`src/rtl/heart_hit_manager.sv`:
```
// heart_hit_manager: tracks hits, lives and post-hit invincibility for the heart sprite.
// Consumes the raw collision level and produces the invincible level for the movement logic,
// the remaining lives, a game-over flag, a one-cycle hit pulse and the sprite enable.
// Optional blinking of the sprite while invincible is built when HEART_BLINK_EN is defined;
// without it heartVisible is constant 1 and the blink counter does not exist.
module heart_hit_manager #(
  parameter int INITIAL_LIVES     = 3,
  parameter int LIVES_WIDTH       = 3,
  parameter int INVINCIBLE_FRAMES = 60,
  parameter int BLINK_PERIOD      = 4
) (
  input  logic                   clk,
  input  logic                   resetN,
  input  logic                   startOfFrame,
  input  logic                   collision,
  input  logic                   restart,
  input  logic                   godMode,
  output logic                   invincible,
  output logic [LIVES_WIDTH-1:0] lives,
  output logic                   gameOver,
  output logic                   hitPulse,
  output logic                   heartVisible
);

  localparam int FRAME_W = $clog2(INVINCIBLE_FRAMES + 1);
  localparam logic [LIVES_WIDTH-1:0] LIVES_INIT  = LIVES_WIDTH'(INITIAL_LIVES);
  localparam logic [LIVES_WIDTH-1:0] LIVES_ONE   = LIVES_WIDTH'(1);
  localparam logic [LIVES_WIDTH-1:0] LIVES_ZERO  = LIVES_WIDTH'(0);
  localparam logic [FRAME_W-1:0]     FRAMES_FULL = FRAME_W'(INVINCIBLE_FRAMES);
  localparam logic [FRAME_W-1:0]     FRAME_ONE   = FRAME_W'(1);
  localparam logic [FRAME_W-1:0]     FRAME_ZERO  = FRAME_W'(0);

`ifdef HEART_BLINK_EN
  localparam int BLINK_W = (BLINK_PERIOD > 1) ? $clog2(BLINK_PERIOD) : 1;
  localparam logic [BLINK_W-1:0] BLINK_LAST = BLINK_W'(BLINK_PERIOD - 1);
  localparam logic [BLINK_W-1:0] BLINK_ONE  = BLINK_W'(1);
  localparam logic [BLINK_W-1:0] BLINK_ZERO = BLINK_W'(0);
  logic [BLINK_W-1:0] blink_cnt_r;
`endif

  typedef enum logic [1:0] {
    ST_ALIVE      = 2'd0,
    ST_INVINCIBLE = 2'd1,
    ST_DEAD       = 2'd2
  } state_t;

  state_t                 state_r;
  logic [FRAME_W-1:0]     frame_cnt_r;
  logic [LIVES_WIDTH-1:0] lives_r;
  logic                   game_over_r;
  logic                   hit_pulse_r;
  logic                   heart_visible_r;

  // Hit/lives/invincibility state machine; restart is a synchronous clear with top priority
  always_ff @(posedge clk or negedge resetN) begin
    if (!resetN) begin
      state_r         <= ST_ALIVE;
      lives_r         <= LIVES_INIT;
      frame_cnt_r     <= FRAME_ZERO;
      game_over_r     <= 1'b0;
      hit_pulse_r     <= 1'b0;
      heart_visible_r <= 1'b1;
`ifdef HEART_BLINK_EN
      blink_cnt_r     <= BLINK_ZERO;
`endif
    end else if (restart) begin
      state_r         <= ST_ALIVE;
      lives_r         <= LIVES_INIT;
      frame_cnt_r     <= FRAME_ZERO;
      game_over_r     <= 1'b0;
      hit_pulse_r     <= 1'b0;
      heart_visible_r <= 1'b1;
`ifdef HEART_BLINK_EN
      blink_cnt_r     <= BLINK_ZERO;
`endif
    end else begin
      hit_pulse_r <= 1'b0;
      case (state_r)
        ST_ALIVE: begin
          // Level-sensitive hit: a held collision is accepted again as soon as ALIVE is re-entered
          if (collision && !godMode) begin
            hit_pulse_r <= 1'b1;
            if (lives_r == LIVES_ONE) begin
              state_r     <= ST_DEAD;
              lives_r     <= LIVES_ZERO;
              game_over_r <= 1'b1;
            end else begin
              state_r     <= ST_INVINCIBLE;
              lives_r     <= lives_r - LIVES_ONE;
              frame_cnt_r <= FRAMES_FULL;
`ifdef HEART_BLINK_EN
              blink_cnt_r     <= BLINK_ZERO;
              heart_visible_r <= 1'b0;
`endif
            end
          end else begin
            state_r <= ST_ALIVE;
          end
        end
        ST_INVINCIBLE: begin
          // Collisions are ignored here; only frame pulses advance the window
          if (startOfFrame) begin
            if (frame_cnt_r == FRAME_ONE) begin
              state_r         <= ST_ALIVE;
              frame_cnt_r     <= FRAME_ZERO;
              heart_visible_r <= 1'b1;
`ifdef HEART_BLINK_EN
              blink_cnt_r     <= BLINK_ZERO;
`endif
            end else begin
              frame_cnt_r <= frame_cnt_r - FRAME_ONE;
`ifdef HEART_BLINK_EN
              if (blink_cnt_r == BLINK_LAST) begin
                blink_cnt_r     <= BLINK_ZERO;
                heart_visible_r <= ~heart_visible_r;
              end else begin
                blink_cnt_r <= blink_cnt_r + BLINK_ONE;
              end
`endif
            end
          end else begin
            state_r <= ST_INVINCIBLE;
          end
        end
        ST_DEAD: begin
          lives_r     <= LIVES_ZERO;
          game_over_r <= 1'b1;
        end
        default: begin
          state_r         <= ST_ALIVE;
          lives_r         <= LIVES_INIT;
          frame_cnt_r     <= FRAME_ZERO;
          game_over_r     <= 1'b0;
          heart_visible_r <= 1'b1;
        end
      endcase
    end
  end

  assign invincible   = (state_r == ST_INVINCIBLE) | godMode;
  assign lives        = lives_r;
  assign gameOver     = game_over_r;
  assign hitPulse     = hit_pulse_r;
  assign heartVisible = heart_visible_r;

endmodule

```
`config.mk`:
```
export PLATFORM = sky130hd
export DESIGN_NAME = heart_hit_manager
export DESIGN_NICKNAME = d
export VERILOG_FILES = /design/src/rtl/heart_hit_manager.sv
export SDC_FILE = /design/constraint.sdc
export NUM_CORES = 1
export LEC_CHECK = 0
export CAP_MARGIN = 40
export CORE_UTILIZATION = 50
export CTS_CLUSTER_DIAMETER = 50
export DETAILED_ROUTE_END_ITERATION = 16
export GPL_TIMING_DRIVEN = 1
export PLACE_DENSITY = 0.84
export SYNTH_ARGS = -nofsm -noshare
export SYNTH_HDL_FRONTEND = slang
export SYNTH_SLANG_ARGS = --single-unit
```
`constraint.sdc`:
```
create_clock -name clk -period 2.19 [get_ports clk]
set_input_delay 0.438 -clock clk [delete_from_list [all_inputs] [get_ports clk]]
set_output_delay 0.438 -clock clk [all_outputs]
set_load 0.01 [all_outputs]
```
==> out/results.tsv, run 1 <==
stage	metric	value	unit
die	design.die.area	1776	um2
timing	finalCriticalPeriod	2.099	ns
synth	post_synth_and_or_nand_nor_area_fraction	21.58	%
synth	syn-num-nets	93	
die	initial_utilization	53.49	%
critical_path	timing.critical_path.from_type	input pin	
detailed_routing	routed_wirelength	1735	um
critical_path	critical_path_peak_fanout	2	
clocking	numClockSinks	13	
synth	syn_area_per_cell	9.708	um2
detailed_routing	dr.first_iter.drc_count	24	
critical_path	critical_path.endpoint_type	primary output	
power	total_power	563.8	uW
run	reported_max_cap_violation_count	0	
power	p_per_area	572.6	nW/um2
synth	synth_top_cells_by_area	dfrtp_1 34%, dfstp_2 6.5%, ha_1 6.2%	
placement	gp_congestion	0.8393	
timing	finalClockSkew	0.003487	ns
timing	rsz0062_at_grt	no	
clocking	post_cts_resize_count	0	
synth	async_flop_share	100.0	%
detailed_routing	viasPerCell	6.216	
detailed_routing	routed-via-count	721	
power	vdd_ir_drop_max	0.3553	mV
clocking	post_cts_hold_buffer_count	0	
timing	finalHoldViolCount	0	
synth	synth_top_area_cell	dfrtp_1	
synth	synth-adder-area-share	6.211	%
synth	syn_inst	83	
clocking	tritoncts	yes	
timing	fin_max_slew_vios	0	
cells_and_area	area_delta_synth_final	22.20	%
global_routing	global_route.overflow_total	0	
die	die-width	42.15	um
clocking	post_cts_clock_slew_at_the_launch_and_capture_registers_of_the_worst_setup_and_hold_paths	0.08	ns
die	io_pins	13	
synth	synth.most_common_cell	dfrtp_1	
cells_and_area	insertedDiodeCount	0	
cells_and_area	finish.net_count	111	
global_routing	number_of_antenna_violations_at_the_first_check_in_global_routing	0	
clocking	insertion_delay_to_the_later_sink_of_the_worst_skew_pair	0.28	ns
clocking	cts_max_path_buffers	2	
timing	setup-tns-final	0	ns
power	power.leakage	0.0004525	uW
timing	finalCritPeriodShare	95.86	%
synth	synth_edf_count	0	
synth	dominantRegCellSynth	dfrtp_1	
detailed_routing	drc_errors	0	
synth	seq_area_frac_synth	40.68	%
cells_and_area	drive_above_1_share	14.00	%
placement	dp_hpwl	1286	um
clocking	cts-root-buf	clkbuf_4	
timing	timing.final.setup_violations	0	
global_routing	grt_util_all_layers	22.63	%
synth	synth_compound_gate_area_share	25.62	%
timing	fmax	476.3	MHz
min_path	hold-path-cell-count	1	
synth	netlist_top_cells_count	11 x dfrtp_1, 7 x nand2_1, 5 x inv_1, 5 x nand2b_1	
critical_path	worst-endpoint-arrival	1.66	ns
clocking	cts_buffers	3	
critical_path	critical_path_class	input pin to primary output	
global_routing	first_pass_grt_wire_length	2980	um
synth	largest_family_of_logic_cells_by_synthesized_area	compound AO/OA/AOI/OAI gates	
critical_path	cp_data_required_time	1.75	ns
clocking	post-cts-setup-buffer-count	0	
global_routing	grt_start_max_net_pins	16	
die	rows	14	
die	fp.coreArea	1506	um2
clocking	htree_levels	1	
global_routing	number_of_global_route_vias_before_repair	663	
synth	ys_warn_count	0	
synth	synth_seq_cells	13	
placement	port_buffers	11	
die	floorplan.die.height	42.15	um
status	run_status	complete, no violations	
cells_and_area	fraction_of_the_core_area_covered_by_cells_at_the_end_of_the_flow	65.37	%
detailed_routing	number_of_routed_nets_with_antenna_violations	0	
detailed_routing	avgRoutedWirePerCell	14.96	um
synth	post_synth_mux_area_share	1.242	%
detailed_routing	drt_pass_1_iters	4	
synth	post_synth_num_cell_types	39	
timing	tightestPinTransition	0.5901	ns
synth	yosys.area.top_type_share	34.16	%
timing	max_slew_margin	60.54	%
synth	syn_area	805.8	um2
synth	synth-xor-area-share	0	%
critical_path	r2r_cells	6	
min_path	min-delay-path-class	flip-flop to flip-flop	
==> final cells by class <==
| type | count | area, um2 |
|---|---|---|
| tap | 16 | 20.02 |
| sequential | 13 | 327.8 |
| multi-input combinational | 62 | 444.2 |
| clock buffer | 4 | 26.28 |
| fill | 121 | 521.8 |
| inverter | 5 | 18.77 |
| timing repair buffer | 16 | 147.6 |
==> metal layers <==
| metal | share of wire [%] | vias to the layer above | GRT usage [%] | wire length, um |
|---|---|---|---|---|
| li1 | - | 345 | - | - |
| met4 | 1.7 | 0 | 10.00 | 29 |
| met5 | 0 | - | 0 | 0 |
| met2 | 48 | 22 | 35.00 | 828 |
| met3 | 5.1 | 5 | 4.310 | 88 |
| met1 | 45 | 349 | 31.07 | 788 |
==> worst max-delay path: stages <==
cell	delay (ns)
clkdlybuf4s50_1	0.49
buf_4	0.12
nand2b_1	0.09
clkdlybuf4s50_1	0.52
==> power by group <==
group / switching (uW) / internal (uW) / leakage (uW)
sequential: 20.0 / 260 / 0.000170
combinational: 66.8 / 69.4 / 0.000268
clock: 77.2 / 70.8 / 0.0000150
==> logic make-up (layout without fill, tap and decap cells) <==
kind of cell | after synthesis | in the layout
simple gates | 30 | 30
compound gates | 26 | 26
flops | 13 | 13
buf+inv | 8 | 25
fa+ha+maj | 4 | 4
other cells | 1 | 1
mux | 1 | 1
==> registers in the layout, indices dropped and copies added, names as in the netlist <==
name and flops:
frame_cnt_r 6, gameOver 1, state_r 2, lives 3, hitPulse 1
==> layout by cell type, fill, tap and decap left out, types with 3 or more instances in the layout <==
cell             Yosys  final
nand2_1              7      7
clkdlybuf4s50_1      0     11
dfrtp_1             11     11
nand2b_1             5      5
a22o_1               3      3
a21oi_1              3      3
inv_1                5      5
clkbuf_4             0      3
ha_1                 4      4
buf_4                1      5
o21ai_0              3      3
nor2_1               4      4
==> per-stage QoR <==
| step | hold slack, ns | setup WS, ns | cell area [um2] | instances |
|---|---|---|---|---|
| final | 0.5088 | 0.09056 | 984.7 | 116 |
| after global placement | 0.4851 | 0.008110 | 958.4 | 112 |
| after floorplan | 0.1424 | 0.4332 | 805.8 | 83 |
| after global routing | 0.5526 | 0.04634 | 984.7 | 116 |
| after detailed placement | 0.4953 | -0.006372 | 958.4 | 112 |
| after CTS | 0.5133 | 0.08889 | 984.7 | 116 |
==> final timing paths <==
kind                                       from                          to  slack (ns)
max                                     godMode                  invincible        0.09
min                        gameOver$_DFFE_PN0P_        gameOver$_DFFE_PN0P_        0.51
max reg2reg                lives[1]$_DFFE_PN1P_  frame_cnt_r[4]$_DFFE_PN0P_        0.37
min reg2reg                gameOver$_DFFE_PN0P_        gameOver$_DFFE_PN0P_        0.51
max in group asynchronous                resetN  frame_cnt_r[5]$_DFFE_PN0P_        1.28
min in group asynchronous                resetN        lives[2]$_DFFE_PN0P_        0.53
Note: power is estimated with default switching activity, not from simulation.
==> inputs of run 2 (changes only) <==
--- a/config.mk
+++ b/config.mk
@@ -5,7 +5,7 @@
 export SDC_FILE = /design/constraint.sdc
 export NUM_CORES = 1
 export LEC_CHECK = 0
-export CAP_MARGIN = 40
+export CAP_MARGIN = 20
 export CORE_UTILIZATION = 50
 export CTS_CLUSTER_DIAMETER = 50
 export DETAILED_ROUTE_END_ITERATION = 16
==> results of run 2 <==
No change in the layout: final DEF, timing and power equal those of run 1.
==> inputs of run 3 (changes only) <==
--- a/config.mk
+++ b/config.mk
@@ -5,12 +5,12 @@
 export SDC_FILE = /design/constraint.sdc
 export NUM_CORES = 1
 export LEC_CHECK = 0
-export CAP_MARGIN = 20
 export CORE_UTILIZATION = 50
 export CTS_CLUSTER_DIAMETER = 50
 export DETAILED_ROUTE_END_ITERATION = 16
 export GPL_TIMING_DRIVEN = 1
 export PLACE_DENSITY = 0.84
+export REMOVE_ABC_BUFFERS = 1
 export SYNTH_ARGS = -nofsm -noshare
 export SYNTH_HDL_FRONTEND = slang
 export SYNTH_SLANG_ARGS = --single-unit
==> out/results.tsv, run 3 (synthesis gave the netlist of run 1 again) <==
stage	metric	value	unit
clocking	tritoncts	yes	
clocking	post-cts-setup-buffer-count	0	
placement	port_buffers	11	
timing	tightestPinTransition	0.6025	ns
detailed_routing	dr.first_iter.drc_count	25	
clocking	cts_buffers	3	
critical_path	timing.critical_path.from_type	input pin	
die	initial_utilization	53.49	%
timing	finalHoldViolCount	0	
clocking	post_cts_clock_slew_at_the_launch_and_capture_registers_of_the_worst_setup_and_hold_paths	0.09	ns
die	floorplan.die.height	42.15	um
die	fp.coreArea	1506	um2
critical_path	critical_path.endpoint_type	primary output	
global_routing	grt_util_all_layers	23.80	%
cells_and_area	largest_reg_by_ff_count	frame_cnt_r	
timing	finalClockSkew	0.004110	ns
global_routing	first_pass_grt_wire_length	3222	um
global_routing	number_of_global_route_vias_before_repair	695	
timing	fin_max_slew_vios	0	
clocking	cts-root-buf	clkbuf_4	
timing	finalCritPeriodShare	95.62	%
die	rows	14	
timing	rsz0062_at_grt	no	
timing	hold_slack_final	0.5270	ns
die	die-width	42.15	um
timing	fmax	477.6	MHz
timing	setup-tns-final	0	ns
power	power.leakage	0.0004525	uW
min_path	min-delay-path-class	input pin to async pin	
placement	dp_hpwl	1355	um
critical_path	critical_path_peak_fanout	2	
cells_and_area	fin_area	984.7	um2
timing	finalCriticalPeriod	2.094	ns
cells_and_area	largest_register_ff_count	6	
global_routing	grt_start_max_net_pins	16	
die	io_pins	13	
detailed_routing	routed-via-count	726	
detailed_routing	routed_wirelength	1907	um
clocking	numClockSinks	13	
clocking	cts_max_path_buffers	2	
timing	timing.final.setup_violations	0	
global_routing	number_of_antenna_violations_at_the_first_check_in_global_routing	0	
power	p_per_area	586.2	nW/um2
cells_and_area	fraction_of_the_core_area_covered_by_cells_at_the_end_of_the_flow	65.37	%
detailed_routing	number_of_routed_nets_with_antenna_violations	0	
placement	gp_congestion	0.8106	
cells_and_area	drive_above_1_share	14.00	%
cells_and_area	most-common-layout-cells	11 x dfrtp_1, 11 x clkdlybuf4s50_1, 7 x nand2_1	
critical_path	critical_path_class	input pin to primary output	
detailed_routing	viasPerCell	6.259	
clocking	htree_levels	1	
power	vdd_ir_drop_max	0.3705	mV
placement	placed_area	958.4	um2
cells_and_area	fill_cells	120	
status	run_status	complete, no violations	
run	reported_max_cap_violation_count	0	
power	total_power	577.3	uW
clocking	post_cts_resize_count	0	
detailed_routing	drc_errors	0	
critical_path	cp_data_required_time	1.75	ns
timing	max_slew_margin	59.71	%
cells_and_area	insertedDiodeCount	0	
cells_and_area	finish.net_count	111	
detailed_routing	drt_pass_1_iters	4	
die	design.die.area	1776	um2
global_routing	global_route.overflow_total	0	
critical_path	worst-endpoint-arrival	1.66	ns
cells_and_area	area_delta_synth_final	22.20	%
detailed_routing	avgRoutedWirePerCell	16.44	um
clocking	post_cts_hold_buffer_count	0	
clocking	insertion_delay_to_the_later_sink_of_the_worst_skew_pair	0.28	ns
==> run 3: cell counts in the layout (fill, tap and decap cells not counted) <==
No cell type changed its count.
==> run 3: where the power goes <==
part,switching (uW),internal (uW)
logic,72.2,69.4
registers,17.8,260
clock network,87.6,70.7
==> run 3: metrics by stage <==
stage	instances	setup WS [ns]
finish	116	0.09600
global route	116	0.05132
CTS	116	0.08616
detailed placement	112	-0.001543
global placement	112	0.03880
floorplan	80	0.4157
==> run 3: cell type report <==
type,count,area (um2),share of cell area (%)
Clock buffer,4,26.28,2.668
Timing Repair Buffer,16,147.6,14.99
Tap cell,16,20.02,2.033
Multi-Input combinational cell,62,444.2,45.11
Inverter,5,18.77,1.906
Sequential cell,13,327.8,33.29
==> run 3: per-layer routing <==
metal / share of wire (%) / track usage [%] / wire, um
met1: 46 / 36.21 / 881
met2: 46 / 35.31 / 880
met3: 6.0 / 2.586 / 114
met4: 1.5 / 8.125 / 29
met5: 0 / 0 / 0
==> run 3: final timing paths <==
check                                      startpoint                          to  slack, ns  cells after the start
max                                           godMode                  invincible        0.1                      4
min                                            resetN        gameOver$_DFFE_PN0P_       0.53                      1
max reg2reg                      lives[1]$_DFFE_PN1P_  frame_cnt_r[4]$_DFFE_PN0P_       0.37                      6
min reg2reg                frame_cnt_r[1]$_DFFE_PN0P_  frame_cnt_r[1]$_DFFE_PN0P_       0.55                      2
max in group asynchronous                      resetN      state_r[0]$_DFFE_PN0P_       1.27                      1
min in group clk           frame_cnt_r[1]$_DFFE_PN0P_  frame_cnt_r[1]$_DFFE_PN0P_       0.55                      2
==> run 3: critical path, cell delays in order <==
cell and delay (ns):
clkdlybuf4s50_1 0.48, buf_4 0.11, nand2b_1 0.08, clkdlybuf4s50_1 0.54
